### config.mk
export PLATFORM = sky130hd
export DESIGN_NAME = ptcalc_mul_pipe_sat
export DESIGN_NICKNAME = d
export VERILOG_FILES = /design/src/rtl/ptcalc_mul_pkg.sv /design/src/rtl/ptcalc_mul_round_sat.sv /design/src/rtl/ptcalc_mul_pipe_sat.sv
export SDC_FILE = /design/constraint.sdc
export NUM_CORES = 1
export LEC_CHECK = 0
export ABC_AREA = 1
export ABC_CLOCK_PERIOD_IN_PS = 7200
export CAP_MARGIN = 20
export CORE_AREA = 2 2 199 201
export CTS_CLUSTER_DIAMETER = 60
export DETAILED_ROUTE_END_ITERATION = 7
export DIE_AREA = 0 0 201 203
export PLACE_DENSITY_LB_ADDON = 0.2
export SYNTH_ARGS = -nofsm -noshare
export SYNTH_HDL_FRONTEND = slang
export SYNTH_SLANG_ARGS = --single-unit
### constraint.sdc
create_clock -name clk -period 7.2 [get_ports clk]
set_clock_uncertainty 0.15 [all_clocks]
set_input_delay 1.08 -clock clk [delete_from_list [all_inputs] [get_ports clk]]
set_output_delay 1.08 -clock clk [all_outputs]
set_load 0.02 [all_outputs]
### src/rtl/ptcalc_mul_pkg.sv
// Shared constants and helpers for the pt-calc pipelined signed multiplier.
package ptcalc_mul_pkg;

    localparam int MAX_DIN0_WIDTH = 27;
    localparam int MAX_DIN1_WIDTH = 18;
    localparam int MAX_NUM_STAGE  = 4;

    function automatic int prod_width(input int a, input int b);
        return a + b;
    endfunction

    function automatic logic signed [63:0] sat_max(input int w);
        return (64'sd1 <<< (w - 1)) - 64'sd1;
    endfunction

    function automatic logic signed [63:0] sat_min(input int w);
        return -(64'sd1 <<< (w - 1));
    endfunction

endpackage

### src/rtl/ptcalc_mul_round_sat.sv
// Combinational scaling of a full-width signed product: arithmetic shift with
// optional round-half-up, then saturate or wrap to the output width.
module ptcalc_mul_round_sat
    import ptcalc_mul_pkg::*;
#(
    parameter int PW         = 33,
    parameter int DOUT_WIDTH = 33,
    parameter int SHIFT      = 0,
    parameter int ROUND      = 0,
    parameter int SAT        = 1
) (
    input  logic [PW-1:0]         prod,
    output logic [DOUT_WIDTH-1:0] dout,
    output logic                  ovf
);

    localparam logic signed [63:0] MAX64 = sat_max(DOUT_WIDTH);
    localparam logic signed [63:0] MIN64 = sat_min(DOUT_WIDTH);
    localparam logic signed [PW:0] RMAX  = MAX64[PW:0];
    localparam logic signed [PW:0] RMIN  = MIN64[PW:0];
    localparam int                 RPOS  = (ROUND != 0 && SHIFT > 0) ? SHIFT - 1 : 0;
    localparam logic [PW:0]        RND   = (ROUND != 0 && SHIFT > 0) ?
                                           ({{PW{1'b0}}, 1'b1} << RPOS) : '0;

    logic signed [PW:0] ext;
    logic signed [PW:0] sum;
    logic signed [PW:0] r;

    // One extra bit of headroom keeps the rounding addend from overflowing.
    always_comb begin
        ext  = {prod[PW-1], prod};
        sum  = ext + $signed(RND);
        r    = sum >>> SHIFT;
        ovf  = (r > RMAX) || (r < RMIN);
        dout = r[DOUT_WIDTH-1:0];
        if (SAT != 0 && ovf) begin
            dout = (r > RMAX) ? RMAX[DOUT_WIDTH-1:0] : RMIN[DOUT_WIDTH-1:0];
        end
    end

endmodule

### src/rtl/ptcalc_mul_pipe_sat.sv
// Pipelined signed multiplier with scaling, saturation and a valid/ready
// handshake; NUM_STAGE registers from operand capture to registered result.
module ptcalc_mul_pipe_sat
    import ptcalc_mul_pkg::*;
#(
    parameter int DIN0_WIDTH = 21,
    parameter int DIN1_WIDTH = 12,
    parameter int DOUT_WIDTH = 33,
    parameter int NUM_STAGE  = 3,
    parameter int SHIFT      = 0,
    parameter int ROUND      = 0,
    parameter int SAT        = 1
) (
    input  logic                  clk,
    input  logic                  reset,
    input  logic                  ce,
    input  logic                  in_valid,
    output logic                  in_ready,
    input  logic [DIN0_WIDTH-1:0] din0,
    input  logic [DIN1_WIDTH-1:0] din1,
    output logic                  out_valid,
    input  logic                  out_ready,
    output logic [DOUT_WIDTH-1:0] dout,
    output logic                  ovf
);

    localparam int PW = prod_width(DIN0_WIDTH, DIN1_WIDTH);

    logic                  adv;
    logic [NUM_STAGE-1:0]  vld;
    logic [NUM_STAGE:0]    vchain;
    logic [DIN0_WIDTH-1:0] mul_a;
    logic [DIN1_WIDTH-1:0] mul_b;
    logic signed [PW-1:0]  mul_p;
    logic [PW-1:0]         prod_final;
    logic [DOUT_WIDTH-1:0] rs_dout;
    logic                  rs_ovf;

    // vchain[0] is the incoming valid, vchain[NUM_STAGE] the output stage.
    assign vchain    = {vld, in_valid};
    assign out_valid = vchain[NUM_STAGE];
    assign adv       = ce && (!out_valid || out_ready);
    assign in_ready  = adv;

    assign mul_p = PW'($signed(mul_a)) * PW'($signed(mul_b));

    always_ff @(posedge clk or posedge reset) begin
        if (reset) begin
            vld <= '0;
        end else if (adv) begin
            vld <= vchain[NUM_STAGE-1:0];
        end
    end

    generate
        if (NUM_STAGE == 1) begin : g_stage1
            assign mul_a      = din0;
            assign mul_b      = din1;
            assign prod_final = mul_p;
        end else begin : g_opreg
            logic [DIN0_WIDTH-1:0] a_q;
            logic [DIN1_WIDTH-1:0] b_q;

            always_ff @(posedge clk or posedge reset) begin
                if (reset) begin
                    a_q <= '0;
                    b_q <= '0;
                end else if (adv) begin
                    a_q <= din0;
                    b_q <= din1;
                end
            end

            assign mul_a = a_q;
            assign mul_b = b_q;

            if (NUM_STAGE == 2) begin : g_stage2
                assign prod_final = mul_p;
            end else begin : g_prodreg
                logic [PW-1:0] p_q;

                always_ff @(posedge clk or posedge reset) begin
                    if (reset) begin
                        p_q <= '0;
                    end else if (adv) begin
                        p_q <= mul_p;
                    end
                end

                if (NUM_STAGE == 3) begin : g_stage3
                    assign prod_final = p_q;
                end else begin : g_stage4
                    logic [PW-1:0] p2_q;

                    always_ff @(posedge clk or posedge reset) begin
                        if (reset) begin
                            p2_q <= '0;
                        end else if (adv) begin
                            p2_q <= p_q;
                        end
                    end

                    assign prod_final = p2_q;
                end
            end
        end
    endgenerate

    ptcalc_mul_round_sat #(
        .PW         (PW),
        .DOUT_WIDTH (DOUT_WIDTH),
        .SHIFT      (SHIFT),
        .ROUND      (ROUND),
        .SAT        (SAT)
    ) u_round_sat (
        .prod (prod_final),
        .dout (rs_dout),
        .ovf  (rs_ovf)
    );

    // Only valid items load the result, so dout holds across bubbles.
    always_ff @(posedge clk or posedge reset) begin
        if (reset) begin
            dout <= '0;
            ovf  <= 1'b0;
        end else if (adv && vchain[NUM_STAGE-1]) begin
            dout <= rs_dout;
            ovf  <= rs_ovf;
        end
    end

endmodule

==> impl_metrics.ini, run 1 <==
[die]
die_width_um = 201
num_io_pins = 74
die_area_sq_mm = 0.04080
core.rowCount = 72
die_h_um = 203
coreArea_sq_mm = 0.03847
initial_core_util = 0.3471

[finish]
final_common_cell = nand2_1
utilization = 0.3859
diodes = 0
area_growth_pct = 11.19
final_cell_mix = 539 x nand2_1, 419 x inv_1, 228 x fa_1, 103 x dfrtp_1, 73 x clkdlybuf4s50_1
fin_nets = 2033
drive_above_1_share = 0.04756

[yosys]
synthCells = 1669
synthesis.nets = 2004
syn-cell-area_sq_mm = 0.01335
seq_area_frac_synth = 0.1930
yosysWarnings = 0
synth.distinct_cells = 32
syn_area_per_cell_sq_um = 8.000
ys_ff_latch = 103

[global_routing]
grt-ovfl-total = 0
grtUsageTotal = 0.1873
grt_pass1_wl_um = 59530
antenna_found_initial = 0
grt_max_degree = 60
grt_pass1_vias = 11170

[drt]
final_antenna_net_count = 0
vias_per_cell = 4.574
drt_wl_total_um = 35210
routedWlPerCell_um = 15.85
drc = 0
drt_iter0_drc = 501
first_pass_iters = 4
via_count = 10160

[worst_setup_path]
cp.required_ns = 7.31
critical_path_class = flip-flop to flip-flop
arrival_ns = 6.22
worstPathMaxFanout = 22
crit_path_end_kind = flip-flop
start_kind = flip-flop

[clocking]
cts.sinks = 103
cts.clk_slew.worst_paths_ns = 0.08
post_cts_resized = 0
h-tree-depth = 3
cts_root_buf = clkbuf_16
hold_buffers = 0
postCtsSetupBuffers = 0
tritoncts = yes
clock_latency_ns = 0.38
clockBufferDepth = 2
cts_made_buffers = 9

[timing]
setup_slack_ns = 1.087
timing.setup.tns_ns = 0
period_minus_slack_ns = 6.113
post-route-period-util = 0.8490
slew_headroom = 0.3083
max_freq_ghz = 0.1636
rsz0062_at_grt = false
drv_slew = 0
setup_violations = 0
tightest_slew_ns = 1.038
finalHoldViolCount = 0

[placed_design]
preCtsSetupSlack_ns = 1.131
portBuffers = 73
hpwl_um = 28050
gp_congestion = 0.8664

[status]
run_status = finished, final reports clean

[worst_hold_path]
hold_path.class = flip-flop to flip-flop

[job]
drv_cap = 0
[routing by layer]
layer  track usage  wire length, um
met2        0.3476            18390
met4       0.04921              680
met3       0.02119             1198
met1        0.2302            14940
met5             0                0
[synthesized netlist by cell type, drive strengths merged]
master  instances  area, sq um
xnor2          10        87.58
clkinv          1        3.750
clkbuf         51        191.4
nor3            5        30.03
nand2         546         2067
nand3b          2        15.01
o21bai          6        45.04
fa            228         4564
a21oi          21        120.1
nand3          43        240.2
nor2           58        240.2
dfrtp         103         2577
a21o            1        7.510
nand4          16        100.1
inv           425         1595
and2            1        6.260
or2             1        6.260
xor2            3        26.28
mux2           26        292.8
o21ai          40        200.2
buf            12        65.06
a31oi           1        6.260
ha             69        863.3
[registers in the layout, indices dropped and copies added (netlist names)]
register	flops
dout	33
g_opreg.a_q	21
g_opreg.b_q	12
g_opreg.g_prodreg.p_q	33
ovf	1
vld	3
[cell families after synthesis]
| group | count (synthesis) | synth area share |
|---|---|---|
| simple gates | 672 | 0.2026 |
| buf+inv | 489 | 0.1390 |
| fa+ha+maj | 297 | 0.4065 |
| flops | 103 | 0.1930 |
| compound gates | 69 | 0.02839 |
| mux | 26 | 0.02193 |
| xor+xnor | 13 | 0.008528 |
[through the flow]
| stage | hold slack [ns] | instance area (sq um) | std cells |
|---|---|---|---|
| 4_1_cts | 0.3295 | 14850 | 2221 |
| 6_report | 0.3217 | 14850 | 2221 |
| 3_3_place_gp | 0.2999 | 14550 | 2205 |
| 5_1_grt | 0.3620 | 14850 | 2221 |
| 2_1_floorplan | 0.2950 | 13350 | 1669 |
| 3_5_place_dp | 0.3085 | 14550 | 2205 |
[critical path, stage by stage (launching register included)]
cell and delay (ns):
dfrtp_1 0.99, nand2_1 0.24, inv_1 0.20, fa_1 0.54, fa_1 0.74, inv_1 0.11
fa_1 0.58, fa_1 0.43, fa_1 0.49, inv_1 0.04, ha_1 0.38, nand2_1 0.14
nor2_1 0.20, nand2_1 0.14, nor3_1 0.15, nand2_1 0.15, nand3_1 0.10, nand2_1 0.05
nand3_1 0.09, nand2_1 0.06
[cell type report]
type	count	area, sq um
clock inverters	5	65.06
repair buffers	81	790.8
fillers	4024	23620
multi-input cells	1077	8930
well taps	518	648.1
flip-flops and latches	103	2577
clock buffers	11	232.7
inverters	426	1602
[worst paths after layout]
kind | startpoint | end | slack [ns] | cells past startpoint
setup / recovery | g_opreg.b_q[3]$_DFFE_PP0P_ | g_opreg.g_prodreg.p_q[30]$_DFFE_PP0P_ | 1.09 | 19
hold / removal | ovf$_DFFE_PP0P_ | ovf$_DFFE_PP0P_ | 0.32 | 2
setup reg to reg | g_opreg.b_q[3]$_DFFE_PP0P_ | g_opreg.g_prodreg.p_q[30]$_DFFE_PP0P_ | 1.09 | 19
hold reg to reg | ovf$_DFFE_PP0P_ | ovf$_DFFE_PP0P_ | 0.32 | 2
max in group asynchronous | reset | g_opreg.b_q[9]$_DFFE_PP0P_ | 4.59 | 3
min in group asynchronous | reset | g_opreg.g_prodreg.p_q[18]$_DFFE_PP0P_ | 0.98 | 2
Power of run 1 is not shown: default switching activity piles up to over one toggle a cycle in this logic, so the estimate is an artifact.
==> inputs of run 2 (changes only) <==
Settings changed: ABC_CLOCK_PERIOD_IN_PS 7200 to 5400.
Clock period 7.2 ns to 5.4 ns, I/O delays scaled along.
==> impl_metrics.ini, run 2 (synthesis gave the netlist of run 1 again) <==
[timing]
holdWs_ns = 0.3232
setup_slack_ns = 0.2286
drv_slew = 0
period_minus_slack_ns = 5.171
post-route-period-util = 0.9577
tightest_slew_ns = 0.9837
finalHoldViolCount = 0
slew_headroom = 0.3442
max_freq_ghz = 0.1934
setup_violations = 0

[drt]
highest_layer = met4
drt_wl_total_um = 35280
vias_per_cell = 4.512
dr_wl_met2_um = 18450
first_pass_iters = 5
drt_iter0_drc = 571
final_antenna_net_count = 0
wl_met3_um = 781
routedWlPerCell_um = 15.35
drc = 0
via_count = 10370
wl_met1_um = 15420

[placed_design]
portBuffers = 73
hpwl_um = 28610
gp_congestion = 0.8742
preCtsSetupSlack_ns = -0.05207
dpl_cell_area_sq_mm = 0.01517

[worst_setup_path]
start_kind = flip-flop
worstPathMaxFanout = 12
timing.rr.start = g_opreg.b_q[6]$_DFFE_PP0P_
crit_path_end_kind = flip-flop
critical_path_class = flip-flop to flip-flop
arrival_ns = 5.29
critPathLaunch = g_opreg.b_q[6]$_DFFE_PP0P_
cp.required_ns = 5.52

[clocking]
cts.sinks = 103
cts.clk_slew.worst_paths_ns = 0.08
cts_made_buffers = 9
clockBufferDepth = 2
cts_root_buf = clkbuf_16
hold_buffers = 0
h-tree-depth = 3
tritoncts = yes
clock_latency_ns = 0.39

[finish]
drive_above_1_share = 0.1112
fin_area_sq_mm = 0.01569
final_common_cell = nand2_1
multi_input_area_sq_mm = 0.009064
fin_nets = 2110
final_cell_mix = 536 x nand2_1, 417 x inv_1, 224 x fa_1, 89 x dfrtp_1, 76 x buf_4
reg_top3 = dout x33, g_opreg.g_prodreg.p_q x33, g_opreg.a_q x21
diodes = 0
num-fill-cells = 4000
area_growth_pct = 17.49
register_area_sq_mm = 0.002595

[status]
run_status = finished, final reports clean

[global_routing]
grt_pass1_wl_um = 59520
grt_pass1_vias = 11470
grtUsageTotal = 0.1866
grt_max_degree = 73
antenna_found_initial = 0
grt-ovfl-total = 0

[die]
die_area_sq_mm = 0.04080
coreArea_sq_mm = 0.03847
initial_core_util = 0.3471
die_h_um = 203
die_width_um = 201
core.rowCount = 72
num_io_pins = 74

[job]
drv_cap = 0

[worst_hold_path]
hold_path.startpoint = ovf$_DFFE_PP0P_
hold_path.class = flip-flop to flip-flop
-- run 2: cell count changes in the layout (fill, tap and decap cells not counted), moves of 5 or more --
cell | before | now
ha_2 | 0 | 5
dfrtp_1 | 103 | 89
dfrtp_2 | 0 | 14
ha_1 | 69 | 59
buf_4 | 8 | 76
buf_12 | 0 | 8
ha_4 | 0 | 5
-- run 2: per-layer routing --
metal  up-vias  global-route usage
met2       128              0.3475
met4         0             0.05185
met5         -                   0
met3        28             0.01734
met1      5192              0.2297
li1       5020                   -
-- run 2: worst paths after layout --
kind                                                         end  slack [ns]  depth (start not counted)
max reg2reg                g_opreg.g_prodreg.p_q[25]$_DFFE_PP0P_        0.23                         18
min reg2reg                                      ovf$_DFFE_PP0P_        0.32                          2
min in group asynchronous                    dout[3]$_DFFE_PP0P_        0.85                          2
max in group asynchronous            g_opreg.a_q[11]$_DFFE_PP0P_        3.15                          3
max                        g_opreg.g_prodreg.p_q[25]$_DFFE_PP0P_        0.23                         18
min                                              ovf$_DFFE_PP0P_        0.32                          2
-- run 2: repair_timing --
action,in CTS,in global routing
resized for setup,1,46
buffers inserted,0,8
setup endpoints to repair,1,16
pin swaps,0,10
-- run 2: layout make-up --
type | instances | area share
Tap cell | 518 | 0.04132
Clock buffer | 9 | 0.01436
Timing Repair Buffer | 158 | 0.09348
Inverter | 426 | 0.1021
Sequential cell | 103 | 0.1654
Clock inverter | 7 | 0.005504
Multi-Input combinational cell | 1077 | 0.5778
-- run 2: worst max-delay path, stage by stage (launching register included) --
cell and delay (ns):
dfrtp_1 0.38, buf_12 0.16, buf_4 0.14, nand2_1 0.07, fa_1 0.56, inv_1 0.06
fa_1 0.55, fa_1 0.44, fa_1 0.54, inv_1 0.05, fa_1 0.53, inv_1 0.04
ha_2 0.31, a21oi_1 0.36, o21ai_1 0.22, a21oi_1 0.23, nand4_1 0.12, nand3_1 0.09
nand2_1 0.05
-- run 2: metrics by stage --
stage                     utilization  std cells  TNS (ns)
after detailed placement       0.3943       2274  -0.05207
final                          0.4078       2298         0
after floorplan                     -       1669         0
after CTS                      0.4025       2290         0
after global placement         0.3943       2274  -0.08596
after global routing           0.4078       2298  -0.01016
Power of run 2 is left out for the same reason.
